## src/rtl/snake_pkg.sv

```systemverilog
// Shared definitions for the seven-segment score readback path.
//   NUM_DIGITS  : digits per multiplexed frame
//   ACC_WIDTH   : internal width of the BCD-to-binary accumulator (holds 9999)
//   SEG_0..9    : active-high segment patterns, bit0=a .. bit6=g; the
//                 scoreboard encoder uses the same constants
//   state_t     : capture FSM state encoding
package snake_pkg;

  localparam int NUM_DIGITS = 4;
  localparam int ACC_WIDTH  = 14;

  localparam logic [6:0] SEG_0 = 7'h3F;
  localparam logic [6:0] SEG_1 = 7'h06;
  localparam logic [6:0] SEG_2 = 7'h5B;
  localparam logic [6:0] SEG_3 = 7'h4F;
  localparam logic [6:0] SEG_4 = 7'h66;
  localparam logic [6:0] SEG_5 = 7'h6D;
  localparam logic [6:0] SEG_6 = 7'h7D;
  localparam logic [6:0] SEG_7 = 7'h07;
  localparam logic [6:0] SEG_8 = 7'h7F;
  localparam logic [6:0] SEG_9 = 7'h6F;

  typedef enum logic [1:0] {
    COLLECT = 2'd0,
    CONVERT = 2'd1,
    PUBLISH = 2'd2
  } state_t;

endpackage

```

## src/rtl/snake_segment_decoder.sv

```systemverilog
// Combinational seven-segment pattern to BCD decoder.
//   pattern : 7-bit active-high segment pattern, bit0=a .. bit6=g
//   digit   : decoded BCD value (0 when the pattern is illegal)
//   legal   : high when pattern is one of the ten digit patterns
module snake_segment_decoder
  import snake_pkg::*;
(
  input  logic [6:0] pattern,
  output logic [3:0] digit,
  output logic       legal
);

  always_comb begin
    digit = 4'd0;
    legal = 1'b1;
    case (pattern)
      SEG_0:   digit = 4'd0;
      SEG_1:   digit = 4'd1;
      SEG_2:   digit = 4'd2;
      SEG_3:   digit = 4'd3;
      SEG_4:   digit = 4'd4;
      SEG_5:   digit = 4'd5;
      SEG_6:   digit = 4'd6;
      SEG_7:   digit = 4'd7;
      SEG_8:   digit = 4'd8;
      SEG_9:   digit = 4'd9;
      default: legal = 1'b0;
    endcase
  end

endmodule

```

## src/rtl/snake_score_capture.sv

```systemverilog
// Receiver for the multiplexed four-digit seven-segment score display.
// Reconstructs BCD frames, waits for STABLE_FRAMES identical complete frames,
// then converts to binary and publishes the score.
//   i_Clk          : system clock, rising edge
//   i_Rst_n        : asynchronous active-low reset
//   i_Segments     : segment pattern, bit0=a .. bit6=g
//   i_DigitSelect  : one-hot digit enable, bit3=thousands .. bit0=units
//   o_Score        : last published binary score (saturating)
//   o_ScoreValid   : one-cycle pulse when o_Score updates
//   o_Digits       : last published BCD digits, [15:12]=thousands
//   o_Error        : one-cycle pulse on a bad select or illegal pattern
//
// state   | meaning
// COLLECT | idle; publishes when a stable frame differs from o_Digits
// CONVERT | four BCD-to-binary steps, thousands digit first
// PUBLISH | o_Score/o_Digits just updated, o_ScoreValid high
module snake_score_capture
  import snake_pkg::*;
#(
  parameter int SCORE_WIDTH   = 14,
  parameter int STABLE_FRAMES = 2
) (
  input  logic                   i_Clk,
  input  logic                   i_Rst_n,
  input  logic [6:0]             i_Segments,
  input  logic [3:0]             i_DigitSelect,
  output logic [SCORE_WIDTH-1:0] o_Score,
  output logic                   o_ScoreValid,
  output logic [15:0]            o_Digits,
  output logic                   o_Error
);

  localparam logic [3:0]  STABLE_CNT = 4'(STABLE_FRAMES);
  localparam logic [31:0] SCORE_MAX  = (SCORE_WIDTH >= 32) ? 32'hFFFF_FFFF
                                       : ((32'd1 << SCORE_WIDTH) - 32'd1);

  logic [6:0]           seg_q;
  logic [3:0]           sel_q;
  logic [3:0]           dec_digit;
  logic                 dec_legal;
  logic [15:0]          frame_buf, frame_next, prev_frame, snapshot;
  logic [3:0]           mask, mask_next;
  logic [3:0]           stable_cnt;
  logic                 published;
  logic [ACC_WIDTH-1:0] acc, acc_next;
  logic [1:0]           step;
  logic [3:0]           cur_digit;
  logic [31:0]          final_ext;
  logic                 sample_ok, sample_err, frame_done, publish_go;
  state_t               state, state_next;

  snake_segment_decoder u_decoder (
    .pattern (seg_q),
    .digit   (dec_digit),
    .legal   (dec_legal)
  );

  always_ff @(posedge i_Clk or negedge i_Rst_n) begin
    if (!i_Rst_n) begin
      seg_q <= '0;
      sel_q <= '0;
    end else begin
      seg_q <= i_Segments;
      sel_q <= i_DigitSelect;
    end
  end

  // An all-zero select is display blanking and is neither stored nor an error.
  always_comb begin
    sample_ok  = $onehot(sel_q) && dec_legal;
    sample_err = (sel_q != 4'd0) && !sample_ok;
    mask_next  = mask | sel_q;
    frame_next = frame_buf;
    for (int i = 0; i < NUM_DIGITS; i++) begin
      if (sel_q[i]) frame_next[i*4 +: 4] = dec_digit;
    end
    frame_done = sample_ok && (mask_next == 4'hF);
  end

  always_ff @(posedge i_Clk or negedge i_Rst_n) begin
    if (!i_Rst_n) begin
      frame_buf  <= '0;
      mask       <= '0;
      prev_frame <= '0;
      stable_cnt <= '0;
      o_Error    <= 1'b0;
    end else begin
      o_Error <= sample_err;
      if (sample_err) begin
        mask       <= '0;
        stable_cnt <= '0;
      end else if (sample_ok) begin
        frame_buf <= frame_next;
        if (frame_done) begin
          mask       <= '0;
          prev_frame <= frame_next;
          if (frame_next == prev_frame)
            stable_cnt <= (stable_cnt >= STABLE_CNT) ? stable_cnt : stable_cnt + 4'd1;
          else
            stable_cnt <= 4'd1;
        end else begin
          mask <= mask_next;
        end
      end
    end
  end

  // A frame that saturated the counter while busy is picked up here on the
  // first COLLECT cycle, because the counter stays saturated.
  assign publish_go = (state == COLLECT) && (stable_cnt == STABLE_CNT) &&
                      (!published || (prev_frame != o_Digits));

  always_ff @(posedge i_Clk or negedge i_Rst_n) begin
    if (!i_Rst_n) state <= COLLECT;
    else          state <= state_next;
  end

  always_comb begin
    state_next = state;
    case (state)
      COLLECT: if (publish_go) state_next = CONVERT;
      CONVERT: if (step == 2'd3) state_next = PUBLISH;
      PUBLISH: state_next = COLLECT;
      default: state_next = COLLECT;
    endcase
  end

  always_comb begin
    o_ScoreValid = (state == PUBLISH);
  end

  always_comb begin
    cur_digit = snapshot[{2'd3 - step, 2'b00} +: 4];
    acc_next  = ACC_WIDTH'(acc * ACC_WIDTH'(10)) + ACC_WIDTH'(cur_digit);
    final_ext = 32'(acc_next);
  end

  // Outputs load on the last conversion edge so they are stable while
  // o_ScoreValid is high in PUBLISH.
  always_ff @(posedge i_Clk or negedge i_Rst_n) begin
    if (!i_Rst_n) begin
      snapshot  <= '0;
      acc       <= '0;
      step      <= '0;
      published <= 1'b0;
      o_Score   <= '0;
      o_Digits  <= '0;
    end else if (publish_go) begin
      snapshot <= prev_frame;
      acc      <= '0;
      step     <= '0;
    end else if (state == CONVERT) begin
      acc  <= acc_next;
      step <= step + 2'd1;
      if (step == 2'd3) begin
        o_Score   <= (final_ext > SCORE_MAX) ? '1 : final_ext[SCORE_WIDTH-1:0];
        o_Digits  <= snapshot;
        published <= 1'b1;
      end
    end
  end

endmodule
```

## config.mk

```make
export PLATFORM = sky130hd
export DESIGN_NAME = snake_score_capture
export DESIGN_NICKNAME = d
export VERILOG_FILES = /design/src/rtl/snake_pkg.sv /design/src/rtl/snake_segment_decoder.sv /design/src/rtl/snake_score_capture.sv
export SDC_FILE = /design/constraint.sdc
export NUM_CORES = 1
export LEC_CHECK = 0
export BUFFER_PORTS_ARGS = -buffer_cell sky130_fd_sc_hd__buf_2
export CORE_UTILIZATION = 40
export DETAILED_ROUTE_END_ITERATION = 16
export GPL_ROUTABILITY_DRIVEN = 0
export PLACE_DENSITY = 0.58
export SYNTH_ARGS = -nofsm -noshare
export SYNTH_HDL_FRONTEND = slang
export SYNTH_SLANG_ARGS = --single-unit
```

## constraint.sdc

```tcl
create_clock -name i_Clk -period 6.5 [get_ports i_Clk]
set_input_delay 0.975 -clock i_Clk [delete_from_list [all_inputs] [get_ports i_Clk]]
set_output_delay 0.975 -clock i_Clk [all_outputs]
set_load 0.02 [all_outputs]
```

# ---- Word-level counts from Yosys, hierarchy flattened
# Cells that the tools add are included.
dict set report classes {
  addsub 7
  multipliers 1
  magnitude_cmp 2
  n_eq_ne 21
  shift 1
  muxes 22
  bitwise_logic 3
  reduce_logical 19
}
# op count
set ops {}
lappend ops {{7-bit equality test (second input constant)} 7}
lappend ops {{4-bit 2-to-1 mux} 12}
lappend ops {{14-bit 2-to-1 mux} 3}
lappend ops {{4-bit one-hot mux with 9 select lines} 1}
lappend ops {{16-bit equality test} 1}
lappend ops {{16-bit inequality test} 1}
lappend ops {{16-bit by 5-bit variable part select with 4-bit output} 1}
lappend ops {{14-bit by 4-bit adder with 14-bit output} 1}
lappend ops {{7-bit by 3-bit equality test with 1-bit output (second input constant)} 2}
lappend ops {{14-bit > comparator (second input constant)} 1}
lappend ops {{14-bit by 3-bit multiplier with 13-bit output (second input constant)} 1}
lappend ops {{10-bit OR reduction} 1}
lappend ops {{3-bit AND reduction} 3}
lappend ops {{2-bit 2-to-1 mux} 4}
lappend ops {{7-bit by 6-bit equality test with 1-bit output (second input constant)} 1}
lappend ops {{2-bit nonzero test} 3}
lappend ops {{1-bit logical AND} 5}
lappend ops {{1-bit by 1-bit adder with 2-bit output} 2}
lappend ops {{4-bit by 1-bit adder with 4-bit output (second input constant)} 1}
lappend ops {{2-bit equality test (second input constant)} 2}
lappend ops {{4-bit by 2-bit equality test with 1-bit output (second input constant)} 1}
lappend ops {{4-bit equality test (second input constant)} 1}
lappend ops {{4-bit by 2-bit greater-or-equal comparator with 1-bit output (second input constant)} 1}
lappend ops {{2-bit inequality test (second input constant)} 2}
lappend ops {{other kinds (15)} 18}
dict set report totals {
  ff_bits 117
  in_bits 13
  out_inout_bits 32
  elab_cells 90
}

# ---- Depth between registers and ports, before layout
# Gate-level depths: netlist (run 1).
dict set report depth {
  depth_word 8
  ltp_mapped 11
}

# ---- Modules after synthesis
# A second synthesis (run 1) with hierarchy kept.
dict set report hier_totals {
  hier_cells 539
  area_unflattened_um2 6000.8
}
# module n_inst cells_per_inst area_per_inst_um2 seq_area_each_um2
set modules_own_cells {}
lappend modules_own_cells {snake_score_capture 1 507 5799.3 2902.8}
lappend modules_own_cells {snake_segment_decoder 1 32 201.4 0.0}

# ---- Worst setup path before layout (run 1)
# OpenSTA, ideal clock, no wires.
dict set report synth_timing {
  path_type {reg-to-reg}
  start {register acc[1]}
  end {register acc[12]}
  arrival_time_ns 2.731
  required_time_ns 6.365
  slack_ns 3.634
  stages_incl_launch_ff 12
  n_path_buf 0
  synth_period_minus_slack_ns 2.866
  path_cell_list {dfrtp_1 ha_1 ha_1 fa_1 a21oi_1 o21bai_1 xor2_1 nand4_1 or2_2 nor3_1 xnor2_1 o21ai_0}
}
dict set report synth_via {
  elab_chain_cells 4
}
# item line_no
set synth_lines {}
lappend synth_lines {{start: declaration} snake_score_capture.sv:45} ;# logic [ACC_WIDTH-1:0] acc, acc_next;
lappend synth_lines {{start signal: assignment} snake_score_capture.sv:153} ;# acc <= acc_next;
lappend synth_lines {{14-bit by 3-bit multiplier with 13-bit output} snake_score_capture.sv:134} ;# acc_next = ACC_WIDTH'(acc * ACC_WIDTH'(10)) + ACC_WIDTH'(cur_digit);
lappend synth_lines {{14-bit by 4-bit adder with 14-bit output} snake_score_capture.sv:134}
lappend synth_lines {{14-bit 2-to-1 mux} snake_score_capture.sv:152} ;# end else if (state == CONVERT) begin
lappend synth_lines {{14-bit 2-to-1 mux} snake_score_capture.sv:148} ;# end else if (publish_go) begin
# No other way between the ends. The select of a mux whose other input is x is not followed.
# A chain may end at the register's enable or synchronous reset.

# ---- Final worst setup path (run 1)
dict set report layout_timing {
  start {register seg_q[5]}
  end {register stable_cnt[0]}
}
dict set report layout_via {
  elab_chain_cells 8
}
# item line_no
set layout_lines {}
lappend layout_lines {{start: declaration} snake_score_capture.sv:37} ;# logic [6:0] seg_q;
lappend layout_lines {{start signal: assignment} snake_score_capture.sv:63} ;# seg_q <= i_Segments;
lappend layout_lines {{7-bit equality test, or another cell as far along} snake_segment_decoder.sv:16} ;# case (pattern)
lappend layout_lines {{4-bit one-hot mux with 9 select lines or 10-bit OR reduction (tied branches)} -}
lappend layout_lines {{4-bit 2-to-1 mux or 1-bit 2-to-1 mux (tied branches)} {snake_score_capture.sv:75, snake_segment_decoder.sv:16}}
lappend layout_lines {{16-bit equality test or 1-bit logical AND (tied branches)} {snake_score_capture.sv:97, snake_score_capture.sv:70}}
lappend layout_lines {{4-bit 2-to-1 mux or 1-bit logical NOT (tied branches)} {snake_score_capture.sv:97, snake_score_capture.sv:71}}
lappend layout_lines {{4-bit 2-to-1 mux or 1-bit logical AND (tied branches)} {snake_score_capture.sv:94, snake_score_capture.sv:71}}
lappend layout_lines {{4-bit 2-to-1 mux, or another cell as far along} snake_score_capture.sv:92} ;# end else if (sample_ok) begin
lappend layout_lines {{4-bit 2-to-1 mux or 3-bit AND reduction (tied branches)} -}
lappend layout_lines {{end signal: assignment} snake_score_capture.sv:98} ;# stable_cnt <= (stable_cnt >= STABLE_CNT) ? stable_cnt : stable_cnt + 4'd1;
lappend layout_lines {{end: declaration} snake_score_capture.sv:43} ;# logic [3:0] stable_cnt;
# Parallel ways exist; a longest one is shown, timed or not. The select of a mux whose other input is x is not followed.

==> flow_metrics.py, run 1 <==
metrics = {
    "outcome": {
        "status": "completed",
    },
    "setup_path": {
        "cp-end-kind": "flip-flop",
        "path_class": "reg2reg",
        "worstPathMaxFanout": 27,
        "r2r-start": "seg_q[5]",
        "startpoint": "seg_q[5]",
        "arrival_ps": 4250,
        "worstPathRequired_ps": 6800,
        "startpoint_type": "flip-flop",
    },
    "cts": {
        "clock_latency_ps": 420,
        "htreeDepth": 4,
        "cts-root-buf": "clkbuf_16",
        "cts_tree": "built",
        "clk_pin_slew_ps": 60,
        "clockBufferDepth": 2,
        "numCtsBuffers": 17,
        "hold_buffers": 0,
        "post-cts-setup-buffers": 0,
        "clock_sinks": 116,
        "ctsResizeCount": 0,
    },
    "timing": {
        "period_minus_slack_ps": 3950,
        "setup-tns-final_ps": 0,
        "setup_viol": 0,
        "tightest_slew_ps": 931,
        "clock_skew_ps": 10.1,
        "max_freq_mhz": 253,
        "whs_ps": 477,
        "rsz0062_at_grt": "no",
        "slew_headroom": 0.379,
        "setup_slack_ps": 2550,
        "hold_violations": 0,
        "drv_slew": 0,
        "fin_crit_sh": 0.608,
    },
    "layout": {
        "antenna_cells": 0,
        "fillers": 1320,
        "area_growth_pct": 16.5,
        "final_nets": 657,
        "drive_above_1_share": 0.209,
        "postLayoutCellArea_um2": 7160,
    },
    "grt": {
        "antenna_found_initial": 0,
        "grt_pass1_wl_um": 23700,
        "grt_use_total": 0.193,
        "grt_pass1_vias": 4412,
        "grt.overflow.total": 0,
        "grt_max_degree": 74,
    },
    "power_and_ir_drop": {
        "p_per_area_nw_per_um2": 284,
        "ir_drop_mv": 0.197,
        "p_leak_nw": 3.49,
        "finalPower_w": 0.00203,
    },
    "logic_synthesis": {
        "syn_nets": 622,
        "synth_top_area_frac": 0.473,
        "synth_edf_count": 0,
        "yosys_warnings": 0,
        "synth_common_cells": "116 x dfrtp_1, 48 x nand2_1, 40 x mux2_2, 40 x xnor2_1, 38 x o21ai_0",
        "synthCells": 578,
        "ys_seq_area_frac": 0.473,
        "ys.flop_type": "dfrtp_1",
        "synth_seq_cells": 116,
        "ys_types": 56,
        "synth.most_common_cell": "dfrtp_1",
        "yosysTopAreaCell": "dfrtp_1",
        "syn_area_per_cell_um2": 10.6,
        "syn_area_um2": 6140,
        "synthTopCellsByArea": "dfrtp_1 47%, mux2_2 7.3%, ha_1 5.7%",
        "ys_async_sr_fraction": 1.00,
    },
    "run": {
        "drv_cap": 0,
    },
    "floorplan": {
        "die_w_um": 126,
        "coreArea_um2": 14800,
        "die_h_um": 126,
        "ios": 45,
        "start_util": 0.416,
        "dieArea_um2": 15900,
        "fp-row-count": 44,
    },
    "placed_design": {
        "place_area_um2": 6490,
        "io_buffers": 44,
        "hpwl_um": 10100,
        "dp_slack_ps": 2620,
    },
    "routing": {
        "ant_nets": 0,
        "first_pass_iters": 5,
        "vias": 4403,
        "wl_met1_um": 6830,
        "routed.top_layer": "met4",
        "met2_wirelength_um": 6900,
        "wl_per_cell_um": 17.7,
        "wl_met3_um": 447,
        "finalWirelength_um": 14300,
        "vias_per_cell": 5.44,
        "drt_iter0_markers": 351,
        "drc": 0,
    },
    "min_path": {
        "hp-class": "reg2reg",
        "min_from": "o_Score[8]",
    },
}
==> area by class of cell <==
class | instances | area [um2] | area share
Tap cell | 184 | 230 | 0.0322
Sequential cell | 116 | 2900 | 0.406
Clock buffer | 18 | 439 | 0.0614
Timing Repair Buffer | 48 | 253 | 0.0353
Clock inverter | 14 | 224 | 0.0313
Inverter | 14 | 52.6 | 0.00734
Multi-Input combinational cell | 416 | 3050 | 0.427
==> placed cells by master (no fill, tap or decap), drive strengths merged, types with 9 or more instances in the layout <==
| cell type | netlist | final |
|---|---|---|
| a21oi | 33 | 33 |
| inv | 14 | 17 |
| xnor2 | 40 | 40 |
| mux2i | 9 | 9 |
| nand2 | 48 | 48 |
| ha | 28 | 28 |
| buf | 7 | 48 |
| dfrtp | 116 | 116 |
| o21ai | 38 | 38 |
| xor2 | 20 | 20 |
| nor2 | 35 | 35 |
| nor3 | 9 | 9 |
| clkbuf | 25 | 18 |
| nand3 | 25 | 25 |
| mux2 | 40 | 40 |
==> power by group <==
| group | switching [W] | leakage, nW | internal [W] |
|---|---|---|---|
| clock network | 0.000355 | 0.321 | 0.000695 |
| logic | 0.0000836 | 1.59 | 0.0000791 |
| registers | 0.0000590 | 1.57 | 0.000762 |
| total | 0.000498 | 3.49 | 0.00154 |
==> layer usage <==
metal,global-route usage,vias to the layer above
met5,0,-
met4,0.0631,0
met3,0.0416,10
met2,0.316,87
met1,0.256,2188
li1,-,2118
==> flip-flops by register name (all words and copies together) (netlist names), 4 cells and up <==
name        count
acc            13
frame_buf      16
o_Digits       16
o_Score        14
mask            4
stable_cnt      4
sel_q           4
snapshot       16
seg_q           7
prev_frame     16
==> worst max-delay path: stages, from the launching register on <==
cell and delay, ps:
dfrtp_1 490, or3b_1 410, or4_1 420, a22oi_2 590, a311oi_1 180, nor4b_4 400
and2_1 800, a211oi_1 160, a311o_1 360
==> logic make-up after synthesis <==
| kind of cell | count (synthesis) | synth area share |
|---|---|---|
| AND/OR/NAND/NOR | 158 | 0.126 |
| multiplexers | 53 | 0.103 |
| buffers and inverters | 46 | 0.0310 |
| flip-flops | 116 | 0.473 |
| AO/OA/AOI/OAI | 114 | 0.116 |
| adder cells (fa/ha/maj) | 31 | 0.0668 |
| XOR/XNOR | 60 | 0.0856 |
==> per-stage QoR <==
stage           util  cells
2_1_floorplan      -    578
3_3_place_gp   0.440    778
3_5_place_dp   0.440    778
4_1_cts        0.485    810
5_1_grt        0.485    810
6_report       0.485    810
==> final timing paths <==
path,to,cells after the start,slack [ps]
worst max-delay path,stable_cnt[0],8,2550
worst min-delay path,o_Score[8],2,480
worst max register to register,stable_cnt[0],8,2550
worst min register to register,o_Score[8],2,480
min in group asynchronous,frame_buf[7],1,550
max in group asynchronous,frame_buf[2],2,4600
(Power assumes the default switching activity.)
==> inputs of run 2 (changes only) <==
==> constraint.sdc (replaced) <==
create_clock -name i_Clk -period 3.9 [get_ports i_Clk]
set_input_delay 0.585 -clock i_Clk [delete_from_list [all_inputs] [get_ports i_Clk]]
set_output_delay 0.585 -clock i_Clk [all_outputs]
set_load 0.02 [all_outputs]
==> flow_metrics.py, run 2 (synthesis results as in run 1) <==
metrics = {
    "setup_path": {
        "worstPathRequired_ps": 4190,
        "path_class": "reg2reg",
        "crit_path_cell_trace": "inv_1 > fa_1 > inv_1 > ha_1 > ha_1 > nor4b_4 > nand2_1 > a31oi_1 > nor3_1",
        "cp-end-kind": "flip-flop",
        "worstPathMaxFanout": 14,
        "startpoint_type": "flip-flop",
        "cp_slowest_cell": "dfrtp_1",
        "arrival_ps": 3650,
        "crit_path_max_incr_delay_ps": 570,
    },
    "routing": {
        "vias": 4463,
        "drt_iter0_markers": 329,
        "wl_per_cell_um": 17.8,
        "finalWirelength_um": 14600,
        "vias_per_cell": 5.46,
        "first_pass_iters": 5,
        "ant_nets": 0,
        "drc": 0,
    },
    "cts": {
        "numCtsBuffers": 17,
        "clock_sinks": 116,
        "hold_buffers": 0,
        "clock_latency_ps": 420,
        "clockBufferDepth": 2,
        "cts-root-buf": "clkbuf_16",
        "htreeDepth": 4,
        "post-cts-setup-buffers": 0,
        "ctsResizeCount": 0,
        "clk_pin_slew_ps": 60,
        "cts_tree": "built",
    },
    "layout": {
        "final_common_cell": "dfrtp_1",
        "fin_cells": 817,
        "area_growth_pct": 17.1,
        "layout_common_cells": "116 x dfrtp_1, 48 x nand2_1, 43 x buf_2",
        "drive_above_1_share": 0.216,
        "final_nets": 664,
        "antenna_cells": 0,
    },
    "grt": {
        "grt.overflow.total": 0,
        "antenna_found_initial": 0,
        "grt_pass1_vias": 4452,
        "grt_max_degree": 65,
        "grt_use_total": 0.195,
        "grt_pass1_wl_um": 23900,
    },
    "timing": {
        "drv_slew": 0,
        "setup-tns-final_ps": 0,
        "slew_headroom": 0.406,
        "setup_viol": 0,
        "fin_crit_sh": 0.862,
        "hold_violations": 0,
        "clock_skew_ps": 7.17,
        "period_minus_slack_ps": 3360,
        "tightest_slew_ps": 890,
        "max_freq_mhz": 297,
        "rsz0062_at_grt": "no",
    },
    "floorplan": {
        "dieArea_um2": 15900,
        "fp-row-count": 44,
        "die_h_um": 126,
        "coreArea_um2": 14800,
        "die_w_um": 126,
        "start_util": 0.416,
        "ios": 45,
    },
    "outcome": {
        "status": "completed",
    },
    "min_path": {
        "hp-class": "in2async",
    },
    "power_and_ir_drop": {
        "pwr-share-clk": 0.511,
        "finalPower_w": 0.00338,
        "p_leak_nw": 3.51,
        "sw_frac_of_total": 0.247,
        "ir_drop_mv": 0.324,
        "combPwrFrac": 0.082,
        "netSwitchingPower_w": 0.000835,
        "sequentialPowerShare": 0.407,
        "cellInternalPower_w": 0.00254,
        "p_per_area_nw_per_um2": 470,
    },
    "placed_design": {
        "io_buffers": 44,
        "hpwl_um": 10500,
        "dp.cells": 785,
    },
    "run": {
        "drv_cap": 0,
    },
}
## run 2: power groups by stage
stage               clock (W)  combinational (W)  sequential, W
finish                0.00173           0.000278        0.00137
global route          0.00182           0.000314        0.00138
CTS                   0.00176           0.000279        0.00137
detailed placement          0           0.000277        0.00139
global placement            0           0.000274        0.00139
floorplan                   0           0.000208        0.00135
## run 2: final cells by class
type,count,area (um2)
flip-flops and latches,116,2900
clock inverters,15,226
multi-input cells,416,3050
fillers,1320,7560
repair buffers,55,305
well taps,184,230
clock buffers,17,425
inverters,14,52.6
## run 2: final timing paths
check | start | to | slack, ps | cells past startpoint
hold reg to reg | o_Score[0] | o_Score[0] | 470 | 2
min in group i_Clk | i_DigitSelect[2] | sel_q[2] | 270 | 1
hold / removal | i_Rst_n | prev_frame[10] | 260 | 1
max in group asynchronous | i_Rst_n | prev_frame[6] | 2720 | 2
setup reg to reg | sel_q[0] | stable_cnt[1] | 540 | 9
setup / recovery | sel_q[0] | stable_cnt[1] | 540 | 9
## run 2: metrics by stage
stage / utilization / area (um2) / hold slack (ps) / setup WS, ps
after floorplan: - / 6140 / 289 / 1030
after CTS: 0.487 / 7190 / 259 / 543
after global placement: 0.443 / 6540 / 453 / 640
final: 0.487 / 7190 / 263 / 538
after global routing: 0.487 / 7190 / 252 / 324
after detailed placement: 0.443 / 6540 / 456 / 551
## run 2: metal layers
metal  part of all wire  GRT usage
met1               0.46      0.260
met2               0.49      0.316
met3              0.034     0.0425
met4              0.012     0.0666
met5                  0          0
## run 2: worst max-delay path: cells and delay by family (launching register included)
family | cells | cell delay, ps
compound gates | 1 | 420
fa+ha+maj | 3 | 1060
buf+inv | 2 | 300
flops | 1 | 570
simple gates | 3 | 890
==> inputs of run 3 (changes only) <==
--- a/config.mk
+++ b/config.mk
@@ -6,10 +6,13 @@
 export NUM_CORES = 1
 export LEC_CHECK = 0
 export BUFFER_PORTS_ARGS = -buffer_cell sky130_fd_sc_hd__buf_2
+export CAP_MARGIN = 20
 export CORE_UTILIZATION = 40
 export DETAILED_ROUTE_END_ITERATION = 16
 export GPL_ROUTABILITY_DRIVEN = 0
 export PLACE_DENSITY = 0.58
+export SLEW_MARGIN = 20
 export SYNTH_ARGS = -nofsm -noshare
 export SYNTH_HDL_FRONTEND = slang
+export SYNTH_HIERARCHICAL = 1
 export SYNTH_SLANG_ARGS = --single-unit
==> flow_metrics.py, run 3 <==
metrics = {
    "outcome": {
        "status": "completed",
    },
    "layout": {
        "drive_above_1_share": 0.235,
        "area_growth_pct": 16.9,
        "final_nets": 628,
        "layout_common_cells": "116 x dfrtp_1, 48 x mux2_2, 46 x xnor2_1",
        "postLayoutCellArea_um2": 7010,
        "fin_cells": 781,
        "final_common_cell": "dfrtp_1",
        "antenna_cells": 0,
        "fillers": 1313,
    },
    "setup_path": {
        "crit_path_max_incr_delay_ps": 460,
        "worst_path_most_repeated_cell": "ha_1",
        "crit_path_cell_trace": "ha_1 > ha_1 > fa_1 > xnor2_1 > a2111o_1 > a211oi_2 > nand3_2 > nor4_2 > xor2_1 > o21ai_1",
        "worstPathMaxFanout": 4,
        "r2r-start": "acc[1]",
        "timing.rr.end": "acc[12]",
        "reg2reg_depth": 10,
        "path_class": "reg2reg",
        "cp-endpoint": "acc[12]",
        "cp_slowest_cell": "fa_1",
        "worstPathRequired_ps": 4170,
        "rrSetupSlack_ps": 730,
        "startpoint": "acc[1]",
        "arrival_ps": 3440,
        "startpoint_type": "flip-flop",
        "cp-end-kind": "flip-flop",
    },
    "power_and_ir_drop": {
        "sequentialPowerShare": 0.421,
        "ir_drop_mv": 0.303,
        "sw_frac_of_total": 0.225,
        "cellInternalPower_w": 0.00237,
        "pwr-share-clk": 0.520,
        "combPwrFrac": 0.059,
        "p_leak_nw": 3.40,
        "netSwitchingPower_w": 0.000687,
        "p_per_area_nw_per_um2": 436,
    },
    "logic_synthesis": {
        "synth.most_common_cell": "dfrtp_1",
        "synth_top_area_frac": 0.484,
        "ys_async_sr_fraction": 1.00,
        "synth_edf_count": 0,
        "synth_common_cells": "116 x dfrtp_1, 48 x mux2_2, 46 x xnor2_1",
        "ys_types": 54,
        "ys.flop_type": "dfrtp_1",
        "ys_seq_area_frac": 0.484,
        "synthCells": 539,
        "yosys_warnings": 6,
        "yosysTopAreaCell": "dfrtp_1",
        "syn_nets": 583,
        "synth_seq_cells": 116,
        "syn_area_per_cell_um2": 11.1,
        "syn_area_um2": 6000,
        "synthTopCellsByArea": "dfrtp_1 48%, mux2_2 9.0%, xnor2_1 6.7%",
    },
    "routing": {
        "wl_per_cell_um": 16.5,
        "finalWirelength_um": 12900,
        "ant_nets": 0,
        "drt_iter0_markers": 213,
        "first_pass_iters": 6,
        "drc": 0,
        "vias": 4126,
        "vias_per_cell": 5.28,
    },
    "cts": {
        "clockBufferDepth": 2,
        "hold_buffers": 0,
        "htreeDepth": 4,
        "clock_latency_ps": 420,
        "post-cts-setup-buffers": 0,
        "numCtsBuffers": 17,
        "clock_sinks": 116,
        "ctsResizeCount": 0,
        "cts-root-buf": "clkbuf_16",
        "cts_tree": "built",
        "clk_pin_slew_ps": 50,
    },
    "grt": {
        "grt_pass1_vias": 4195,
        "grt_max_degree": 74,
        "grt_pass1_wl_um": 21900,
        "grt.overflow.total": 0,
        "antenna_found_initial": 0,
        "grt_use_total": 0.182,
    },
    "timing": {
        "fin_crit_sh": 0.814,
        "clock_skew_ps": 6.13,
        "tightest_slew_ps": 1000,
        "hold_violations": 0,
        "max_freq_mhz": 315,
        "drv_slew": 0,
        "slew_headroom": 0.332,
        "period_minus_slack_ps": 3170,
        "rsz0062_at_grt": "no",
        "setup-tns-final_ps": 0,
        "setup_viol": 0,
    },
    "floorplan": {
        "dieArea_um2": 15500,
        "ios": 45,
        "fp-row-count": 44,
        "die_w_um": 124,
        "die_h_um": 124,
        "start_util": 0.411,
        "coreArea_um2": 14600,
    },
    "placed_design": {
        "io_buffers": 44,
        "hpwl_um": 9230,
        "place_area_um2": 6410,
        "dp.cells": 749,
    },
    "min_path": {
        "hp-class": "in2reg",
    },
    "run": {
        "drv_cap": 0,
    },
}
==> run 3: cell count changes after synthesis, moves of 4 or more <==
cell       delta
o21ai_0      -20
mux2i_1       +8
nand2_1      -16
o2111ai_1     -5
a21oi_1       +6
xnor2_1       +6
xor2_1       -15
clkbuf_2      -4
inv_1         -6
nor4_1        +7
o21ai_1       +7
mux2_2        +8
==> run 3: worst max-delay path: cells and delay by family (launching register included) <==
family,cells,cell delay (ps)
AOI/OAI and AO/OA,3,760
xor gates and xnor gates,2,390
adders and majority gates,3,1010
DFF,1,430
and+or+nand+nor,2,440
==> run 3: logic make-up (layout without fill, tap and decap cells) <==
logic type,after synthesis,in the layout,synth area share
compound gates,87,87,0.0861
flops,116,116,0.484
simple gates,151,151,0.129
fa+ha+maj,31,31,0.0684
buf+inv,34,92,0.0246
xor+xnor,51,51,0.0744
mux,69,69,0.133
==> run 3: layout make-up <==
cell class                      instances  area (um2)  area share
Multi-Input combinational cell        389        2950       0.421
Sequential cell                       116        2900       0.414
Clock buffer                           23         478      0.0682
Timing Repair Buffer                   52         295      0.0421
Tap cell                              184         230      0.0328
Clock inverter                          9         126      0.0180
Inverter                                8        30.0     0.00428
==> run 3: power by group through the flow <==
stage          clock, W  combinational [W]  sequential (W)
2_1_floorplan         0           0.000127         0.00129
3_3_place_gp          0           0.000181         0.00131
3_5_place_dp          0           0.000183         0.00131
4_1_cts         0.00162           0.000185         0.00129
5_1_grt         0.00168           0.000206         0.00130
6_report        0.00159           0.000181         0.00129
==> run 3: stage by stage <==
stage               total power, W  hold slack [ps]   util  setup WS [ps]
floorplan                  0.00142              289      -            787
CTS                        0.00310              251  0.481            707
global placement           0.00149              451  0.439            796
finish                     0.00306              273  0.481            726
detailed placement         0.00149              453  0.439            733
global route               0.00318              241  0.481            439
==> run 3: routing by layer <==
metal	up-vias	GRT usage	share of wire
met5	-	0	0
met3	10	0.0520	0.027
met4	0	0.0609	0.0086
met1	2043	0.236	0.48
li1	2009	-	-
met2	64	0.290	0.49
==> run 3: worst min-delay path by stage <==
| stage | cells past startpoint | start | to |
|---|---|---|---|
| after floorplan | 0 | i_Rst_n | acc[0] |
| after global placement | 1 | published | published |
| after detailed placement | 1 | published | published |
| after CTS | 1 | i_Segments[4] | seg_q[4] |
| after global routing | 1 | i_Segments[4] | seg_q[4] |
| final | 1 | i_Segments[4] | seg_q[4] |
